==> src/rtl/nec_ir_frame_decoder_if.sv <==
// Purpose: bundles the IR receive line and the decoded-frame outputs of nec_ir_frame_decoder.
// Latency: none, signal bundle only.
// Backpressure: none; outputs are single-cycle strobes plus held addr/cmd registers.
interface nec_ir_frame_decoder_if;
  logic        w;
  logic [15:0] addr;
  logic [7:0]  cmd;
  logic        valid;
  logic        rpt;
  logic        err;
  logic        busy;

  // Decoder side: samples the line, drives results.
  modport master (input w, output addr, cmd, valid, rpt, err, busy);
  // Line driver / result consumer side.
  modport slave (output w, input addr, cmd, valid, rpt, err, busy);
endinterface

==> src/rtl/nec_ir_frame_decoder.sv <==
// Purpose: NEC IR frame decoder (32-bit frame capture, inverse check, repeat detect); optional address filter via NEC_ADDR_FILTER_EN.
// Latency: valid/rpt/err assert one clk after the sample tick that sees the deciding edge (2-flop sync + 3-sample majority ahead of that).
// Backpressure: none; results are one-clk strobes, addr/cmd hold until the next accepted frame.
module nec_ir_frame_decoder #(
  parameter int unsigned SAMPLE_DIV     = 1000,
  parameter int unsigned CNT_W          = 10,
  parameter int unsigned LEAD_MARK_MIN  = 400,
  parameter int unsigned LEAD_SPC_SPLIT = 169,
  parameter int unsigned LEAD_SPC_MIN   = 90,
  parameter int unsigned BIT_MARK_MAX   = 45,
  parameter int unsigned BIT_SPC_SPLIT  = 56,
  parameter int unsigned SEG_TIMEOUT    = 350
`ifdef NEC_ADDR_FILTER_EN
  , parameter logic [15:0] ADDR_MATCH   = 16'h00FF
`endif
) (
  input  logic                   clk,
  input  logic                   rst,
  nec_ir_frame_decoder_if.master bus
);

  localparam int unsigned DIV_W = (SAMPLE_DIV > 1) ? $clog2(SAMPLE_DIV) : 1;
  localparam logic [CNT_W-1:0] CNT_MAX  = '1;
  localparam logic [CNT_W-1:0] LMARK_C  = CNT_W'(LEAD_MARK_MIN);
  localparam logic [CNT_W-1:0] LSPLIT_C = CNT_W'(LEAD_SPC_SPLIT);
  localparam logic [CNT_W-1:0] LSMIN_C  = CNT_W'(LEAD_SPC_MIN);
  localparam logic [CNT_W-1:0] BMARK_C  = CNT_W'(BIT_MARK_MAX);
  localparam logic [CNT_W-1:0] BSPLIT_C = CNT_W'(BIT_SPC_SPLIT);
  localparam logic [CNT_W-1:0] SEGTO_C  = CNT_W'(SEG_TIMEOUT);

  typedef enum logic [2:0] {IDLE, LMARK, LSPACE, BMARK, BSPACE, STOP, RSTOP} state_t;

  logic [DIV_W-1:0] div_q, div_d;
  logic             sync1_q, sync2_q;
  logic [2:0]       hist_q, hist_d;
  logic             s_q, s_d;
  logic [CNT_W-1:0] cnt_q, cnt_d;
  state_t           state_q, state_d;
  logic [4:0]       bitcnt_q, bitcnt_d;
  logic [31:0]      shift_q, shift_d;
  logic             last_ok_q, last_ok_d;
  logic [15:0]      addr_q, addr_d;
  logic [7:0]       cmd_q, cmd_d;
  logic             valid_q, valid_d, rpt_q, rpt_d, err_q, err_d, busy_q, busy_d;

  logic       tick, s_new, rise, fall, timeout, inv_ok, addr_ok;
  logic [2:0] hist_new;

  assign tick     = (div_q == DIV_W'(SAMPLE_DIV - 1));
  assign hist_new = {hist_q[1:0], sync2_q};
  assign s_new    = (hist_new[0] & hist_new[1]) | (hist_new[0] & hist_new[2]) | (hist_new[1] & hist_new[2]);
  assign rise     = tick & s_new & ~s_q;
  assign fall     = tick & ~s_new & s_q;
  assign timeout  = (cnt_q > SEGTO_C);
  assign inv_ok   = (shift_q[31:24] == ~shift_q[23:16]);
`ifdef NEC_ADDR_FILTER_EN
  assign addr_ok  = (shift_q[15:0] == ADDR_MATCH);
`else
  assign addr_ok  = 1'b1;
`endif

  // Tick divider and majority-filtered line level, advanced once per tick.
  always_comb begin
    div_d  = tick ? '0 : div_q + DIV_W'(1);
    hist_d = tick ? hist_new : hist_q;
    s_d    = tick ? s_new : s_q;
  end

  // Frame FSM: every decision is gated by tick; the segment timeout outranks an edge.
  always_comb begin
    state_d   = state_q;
    bitcnt_d  = bitcnt_q;
    shift_d   = shift_q;
    last_ok_d = last_ok_q;
    addr_d    = addr_q;
    cmd_d     = cmd_q;
    valid_d   = 1'b0;
    rpt_d     = 1'b0;
    err_d     = 1'b0;
    if (tick) begin
      unique case (state_q)
        IDLE: if (fall) state_d = LMARK;
        LMARK: begin
          // Too-short marks are treated as noise; a stuck-low line gives up silently.
          if (cnt_q == CNT_MAX) state_d = IDLE;
          else if (rise)        state_d = (cnt_q >= LMARK_C) ? LSPACE : IDLE;
        end
        LSPACE: begin
          if (cnt_q == CNT_MAX) state_d = IDLE;
          else if (fall) begin
            if (cnt_q >= LSPLIT_C) begin
              state_d  = BMARK;
              bitcnt_d = '0;
              shift_d  = '0;
            end else if (cnt_q >= LSMIN_C) begin
              state_d = RSTOP;
            end else begin
              state_d = IDLE;
              err_d   = 1'b1;
            end
          end
        end
        default: begin
          if (timeout) begin
            state_d   = IDLE;
            err_d     = 1'b1;
            last_ok_d = 1'b0;
          end else begin
            unique case (state_q)
              BMARK: if (rise) begin
                if (cnt_q <= BMARK_C) state_d = BSPACE;
                else begin
                  state_d = IDLE;
                  err_d   = 1'b1;
                end
              end
              BSPACE: if (fall) begin
                // LSB arrives first, so each bit enters at the top and walks down.
                shift_d  = {(cnt_q >= BSPLIT_C), shift_q[31:1]};
                bitcnt_d = bitcnt_q + 5'd1;
                state_d  = (bitcnt_q == 5'd31) ? STOP : BMARK;
              end
              STOP: if (rise) begin
                state_d = IDLE;
                if (!inv_ok) begin
                  err_d     = 1'b1;
                  last_ok_d = 1'b0;
                end else if (addr_ok) begin
                  addr_d    = shift_q[15:0];
                  cmd_d     = shift_q[23:16];
                  valid_d   = 1'b1;
                  last_ok_d = 1'b1;
                end else begin
                  last_ok_d = 1'b0;
                end
              end
              RSTOP: if (rise) begin
                state_d = IDLE;
                rpt_d   = last_ok_q;
              end
              default: state_d = IDLE;
            endcase
          end
        end
      endcase
    end
  end

  // Segment length counter: restarts on any edge or state change, saturates otherwise.
  always_comb begin
    cnt_d  = cnt_q;
    busy_d = (state_d != IDLE);
    if (tick) begin
      if (rise || fall || (state_d != state_q)) cnt_d = '0;
      else if (cnt_q != CNT_MAX)                 cnt_d = cnt_q + CNT_W'(1);
    end
  end

  // State and output registers; synchroniser and filter idle high (no carrier).
  always_ff @(posedge clk or negedge rst) begin
    if (!rst) begin
      div_q     <= '0;
      sync1_q   <= 1'b1;
      sync2_q   <= 1'b1;
      hist_q    <= 3'b111;
      s_q       <= 1'b1;
      cnt_q     <= '0;
      state_q   <= IDLE;
      bitcnt_q  <= '0;
      shift_q   <= '0;
      last_ok_q <= 1'b0;
      addr_q    <= '0;
      cmd_q     <= '0;
      valid_q   <= 1'b0;
      rpt_q     <= 1'b0;
      err_q     <= 1'b0;
      busy_q    <= 1'b0;
    end else begin
      div_q     <= div_d;
      sync1_q   <= bus.w;
      sync2_q   <= sync1_q;
      hist_q    <= hist_d;
      s_q       <= s_d;
      cnt_q     <= cnt_d;
      state_q   <= state_d;
      bitcnt_q  <= bitcnt_d;
      shift_q   <= shift_d;
      last_ok_q <= last_ok_d;
      addr_q    <= addr_d;
      cmd_q     <= cmd_d;
      valid_q   <= valid_d;
      rpt_q     <= rpt_d;
      err_q     <= err_d;
      busy_q    <= busy_d;
    end
  end

  assign bus.addr  = addr_q;
  assign bus.cmd   = cmd_q;
  assign bus.valid = valid_q;
  assign bus.rpt   = rpt_q;
  assign bus.err   = err_q;
  assign bus.busy  = busy_q;

endmodule

==> src/flat_wrapper.sv <==
// flat-port wrapper written by rule: the top's interface ports become plain ports
module nec_ir_frame_decoder_flat 
#(
  parameter int unsigned SAMPLE_DIV     = 1000,
  parameter int unsigned CNT_W          = 10,
  parameter int unsigned LEAD_MARK_MIN  = 400,
  parameter int unsigned LEAD_SPC_SPLIT = 169,
  parameter int unsigned LEAD_SPC_MIN   = 90,
  parameter int unsigned BIT_MARK_MAX   = 45,
  parameter int unsigned BIT_SPC_SPLIT  = 56,
  parameter int unsigned SEG_TIMEOUT    = 350

)
  (clk, rst, bus_w, bus_addr, bus_cmd, bus_valid, bus_rpt, bus_err, bus_busy);
  nec_ir_frame_decoder_if bus_i ();
  input  logic clk;
  input  logic rst;
  input wire logic [$bits(bus_i.w)-1:0] bus_w;
  output wire logic [$bits(bus_i.addr)-1:0] bus_addr;
  output wire logic [$bits(bus_i.cmd)-1:0] bus_cmd;
  output wire logic [$bits(bus_i.valid)-1:0] bus_valid;
  output wire logic [$bits(bus_i.rpt)-1:0] bus_rpt;
  output wire logic [$bits(bus_i.err)-1:0] bus_err;
  output wire logic [$bits(bus_i.busy)-1:0] bus_busy;
  assign bus_i.w = bus_w;
  assign bus_addr = bus_i.addr;
  assign bus_cmd = bus_i.cmd;
  assign bus_valid = bus_i.valid;
  assign bus_rpt = bus_i.rpt;
  assign bus_err = bus_i.err;
  assign bus_busy = bus_i.busy;
  nec_ir_frame_decoder #(.SAMPLE_DIV(SAMPLE_DIV), .CNT_W(CNT_W), .LEAD_MARK_MIN(LEAD_MARK_MIN), .LEAD_SPC_SPLIT(LEAD_SPC_SPLIT), .LEAD_SPC_MIN(LEAD_SPC_MIN), .BIT_MARK_MAX(BIT_MARK_MAX), .BIT_SPC_SPLIT(BIT_SPC_SPLIT), .SEG_TIMEOUT(SEG_TIMEOUT)) u_core (.clk(clk), .rst(rst), .bus(bus_i));
endmodule
==> config.mk <==
export PLATFORM = sky130hd
export DESIGN_NAME = nec_ir_frame_decoder_flat
export DESIGN_NICKNAME = d
export VERILOG_FILES = /design/src/rtl/nec_ir_frame_decoder_if.sv /design/src/rtl/nec_ir_frame_decoder.sv /design/src/flat_wrapper.sv
export SDC_FILE = /design/constraint.sdc
export NUM_CORES = 1
export LEC_CHECK = 0
export BUFFER_PORTS_ARGS = -buffer_cell sky130_fd_sc_hd__buf_4
export CAP_MARGIN = 5
export CORE_AREA = 5 5 96 98
export CTS_BUF_LIST = sky130_fd_sc_hd__clkbuf_4
export CTS_CLUSTER_DIAMETER = 30
export DETAILED_ROUTE_END_ITERATION = 6
export DIE_AREA = 0 0 101 103
export PLACE_DENSITY = 0.87
export SYNTH_ARGS = -nofsm -noshare
export SYNTH_HDL_FRONTEND = slang
export SYNTH_SLANG_ARGS = --single-unit
==> constraint.sdc <==
create_clock -name clk -period 2.5 [get_ports clk]
set_input_delay 0.125 -clock clk [delete_from_list [all_inputs] [get_ports clk]]
set_output_delay 0.125 -clock clk [all_outputs]
set_load 0.02 [all_outputs]
==> impl_results.md <==
* Most frequently used flop master after synthesis: dfrtp_1
* Global Route Usage Sum at 0.205
* Gate power share at 0.015
* Max Freq at 399 MHz
* Mapped Cells at 510
* Synth top area share at 0.486
* Synth warn at 0
* Synth-to-Final Area Change at 17.7%
* Initial core utilization at 0.547
* Vias in the first global route at 3690
* DP Wirelength at 6920 um
* Tmin final at 2.51 ns
* CP Capture Type: register
* Max transition margin at 0.626
* Switching Power at 0.552 mW
* CP required at 2.87 ns
* Die Height at 103 um
* Fin nets at 574
* Clock sinks at 94
* Core Area at 8380 sq um
* Detail Route Antenna Nets at 0
* Internal power at 1.94 mW
* Final worst setup slack at -0.00855 ns
* WP data arrival at 2.88 ns
* Root Buffer: clkbuf_4
* 1st-iter DRT viols at 335
* Top cells by area, synth: dfrtp_1, nand2_1, nand3_1, xor2_1, dfstp_2
* Clk pin slew, worst setup/hold paths at 0.15 ns
* Horiz. Die Dim at 101 um
* Crit Path Class: reg -> reg
* Leakage at 2.80 nW
* Finished layout cell area at 5390 sq um
* Count of port buffers added during placement at 30
* Worst-skew pair later-pin latency at 0.45 ns
* Failing checks: negative setup slack
* Fraction of layout cells with a size suffix above 1 at 0.199
* DRC viols at 0
* Area after DPL at 5140 sq um
* Routed WL at 10100 um
* # rows at 34
* Clock Power Share at 0.374
* Max-cap violations at 0
* Worst Reg-to-Reg Cells at 9
* FF-to-FF End: u_core.cnt_q[8]
* Clock skew at 0.0214 ns
* I/O pins at 31
* Fin Hold WS at 0.184 ns
* First-pass GRT wire length at 17100 um
* Worst slew pin tran at 0.556 ns
* Pin count of the biggest net entering global routing at 56
* Count of final setup violators at 3
* Fin crit share at 1.00
* Setup slack, reg-to-reg at -0.009 ns
* WL/cell at 15.0 um
* Ant. Diodes at 0
* Gp weighted congestion at 1.02
* Post-Syn Area per Cell at 8.98 sq um
* CTS tree: built
* Area leader, netlist: dfrtp_1
* Flop pwr share at 0.612
* VDD IR-drop max at 284 uV
* Die area at 10400 sq um
* Vias per std cell at 5.62
* Post-synth EDFFs at 0
* Post-synthesis cell area at 4580 sq um
* TritonCTS Buffers at 9
* Status: complete, but fails checks
* Ys async rst share at 1.00
* Distinct cells, synth at 58
* Sw frac at 0.222
* R2R Path Start: u_core.div_q[1]
* Vias after detailed routing at 3799
* Crit start category: register
* Initial antenna violation count at 0
* Fin. Hold Viols at 0
* DR pass1 iterations at 6
* Post-synth net total at 520
* H-tree depth at 3
* Overflow after GRT at 0
* Final Max Tran Viols at 0
* RSZ-0062 raised after global routing: true
* Worst Hold Class: in -> async
* Clk buf depth at 2
* Seq/Total Area, Yosys at 0.515
* CP max FO at 10
* Synthesized flop and latch total at 94
* P per Cell Area at 462 nW/um^2
* CP startpoint: u_core.div_q[1]
cells in the mapped netlist (2+ instances only):
| library cell | instances |
|---|---|
| a211oi_1 | 2 |
| a21boi_2 | 2 |
| a21oi_1 | 10 |
| a2bb2oi_1 | 2 |
| a41oi_1 | 2 |
| and2_1 | 4 |
| and3_1 | 3 |
| buf_2 | 9 |
| buf_6 | 3 |
| clkbuf_1 | 19 |
| dfrtp_1 | 89 |
| dfstp_2 | 5 |
| ha_1 | 7 |
| inv_1 | 7 |
| nand2_1 | 167 |
| nand2b_1 | 6 |
| nand3_1 | 43 |
| nand3b_1 | 3 |
| nand4_1 | 7 |
| nor2_1 | 30 |
| nor2b_1 | 3 |
| nor3_1 | 8 |
| nor4_1 | 3 |
| o2111ai_1 | 3 |
| o21ai_0 | 10 |
| o22ai_1 | 2 |
| o41ai_1 | 2 |
| or3_1 | 3 |
| or4_1 | 3 |
| or4b_1 | 2 |
| xnor2_1 | 7 |
| xor2_1 | 18 |
worst max-delay path, stage by stage (launching register included):
cell and delay [ns]:
dfrtp_1 0.41, ha_2 0.19, nand4b_1 0.13, or3_4 0.40, or4_4 0.55, a21boi_4 0.18
and3b_2 0.23, o31ai_4 0.06, buf_12 0.15, nor3b_2 0.14
how the worst max path moves through the flow:
stage | endpoint | slack [ns] | depth (start not counted)
6_report | u_core.cnt_q[8] | -0.009 | 9
5_1_grt | u_core.cnt_q[6] | -0.1 | 9
4_1_cts | u_core.cnt_q[8] | 0.005 | 9
3_5_place_dp | u_core.cnt_q[1] | -0.07 | 8
3_3_place_gp | u_core.cnt_q[3] | 0.01 | 8
2_1_floorplan | u_core.cnt_q[0] | -0.01 | 9
kinds of logic after synthesis:
kind of cell | synth area share
buffers and inverters | 0.0385
AND/OR/NAND/NOR | 0.301
flip-flops | 0.515
multiplexers | 0.00246
XOR/XNOR | 0.0478
adder cells (fa/ha/maj) | 0.0213
AO/OA/AOI/OAI | 0.0740
cells in the final DEF (no fill, tap or decap), types with 7 or more instances in the layout:
| cell type | netlist | routed |
|---|---|---|
| nor2_1 | 30 | 29 |
| buf_4 | 0 | 66 |
| xnor2_1 | 7 | 7 |
| nand4_1 | 7 | 7 |
| nand2_1 | 167 | 167 |
| a21oi_1 | 10 | 10 |
| xor2_1 | 18 | 18 |
| inv_1 | 7 | 7 |
| clkbuf_4 | 0 | 9 |
| o21ai_0 | 10 | 10 |
| nand3_1 | 43 | 43 |
| dfrtp_1 | 89 | 88 |
through the flow:
step / TNS, ns / power [mW] / instances / worst slack (ns) / utilization
after floorplan: -0.135 / 1.55 / 510 / -0.0145 / -
after global placement: 0 / 1.59 / 655 / 0.0132 / 0.613
after detailed placement: -0.553 / 1.59 / 655 / -0.0685 / 0.613
after CTS: 0 / 2.51 / 674 / 0.00529 / 0.639
after global routing: -0.819 / 2.58 / 676 / -0.0973 / 0.643
final: -0.0138 / 2.49 / 676 / -0.00855 / 0.643
power by group through the flow:
stage	Combinational, mW	Sequential, mW	Clock [mW]
after floorplan	0.0000408	1.55	0
after global placement	0.0354	1.55	0
after detailed placement	0.0365	1.55	0
after CTS	0.0394	1.52	0.950
after global routing	0.0439	1.53	1.01
final	0.0369	1.52	0.931
layout make-up:
class,count,area (sq um)
clock buffers,9,67.6
clock inverters,6,93.8
fillers,640,2990
inverters,7,26.3
multi-input cells,378,2080
flip-flops and latches,94,2360
well taps,108,135
repair buffers,74,627
state kept, by name, summed over array words and instances (netlist names):
register / count
u_core.bus.busy: 1
u_core.shift_q: 32
u_core.last_ok_q: 1
u_core.sync1_q: 1
u_core.bus.valid: 1
u_core.cnt_q: 10
u_core.sync2_q: 1
u_core.state_q: 3
u_core.bus.err: 1
u_core.div_q: 10
u_core.s_q: 1
u_core.hist_q: 2
u_core.bus.addr: 16
u_core.bitcnt_q: 5
u_core.bus.rpt: 1
u_core.bus.cmd: 8
layer usage:
metal,track usage,share of wire,up-vias
li1,-,-,1811
met1,0.265,0.43,1866
met2,0.349,0.51,102
met3,0.0345,0.047,20
met4,0.0777,0.017,0
met5,0,0,-
timing repair:
item	4_1_cts	5_1_grt
hold buffers	2	0
buffers inserted	2	2
pin swaps	1	1
hold endpoints to repair	40	0
cloned	0	0
gates resized for setup	1	7
setup endpoints to repair	10	65
(Power assumes the default switching activity.)
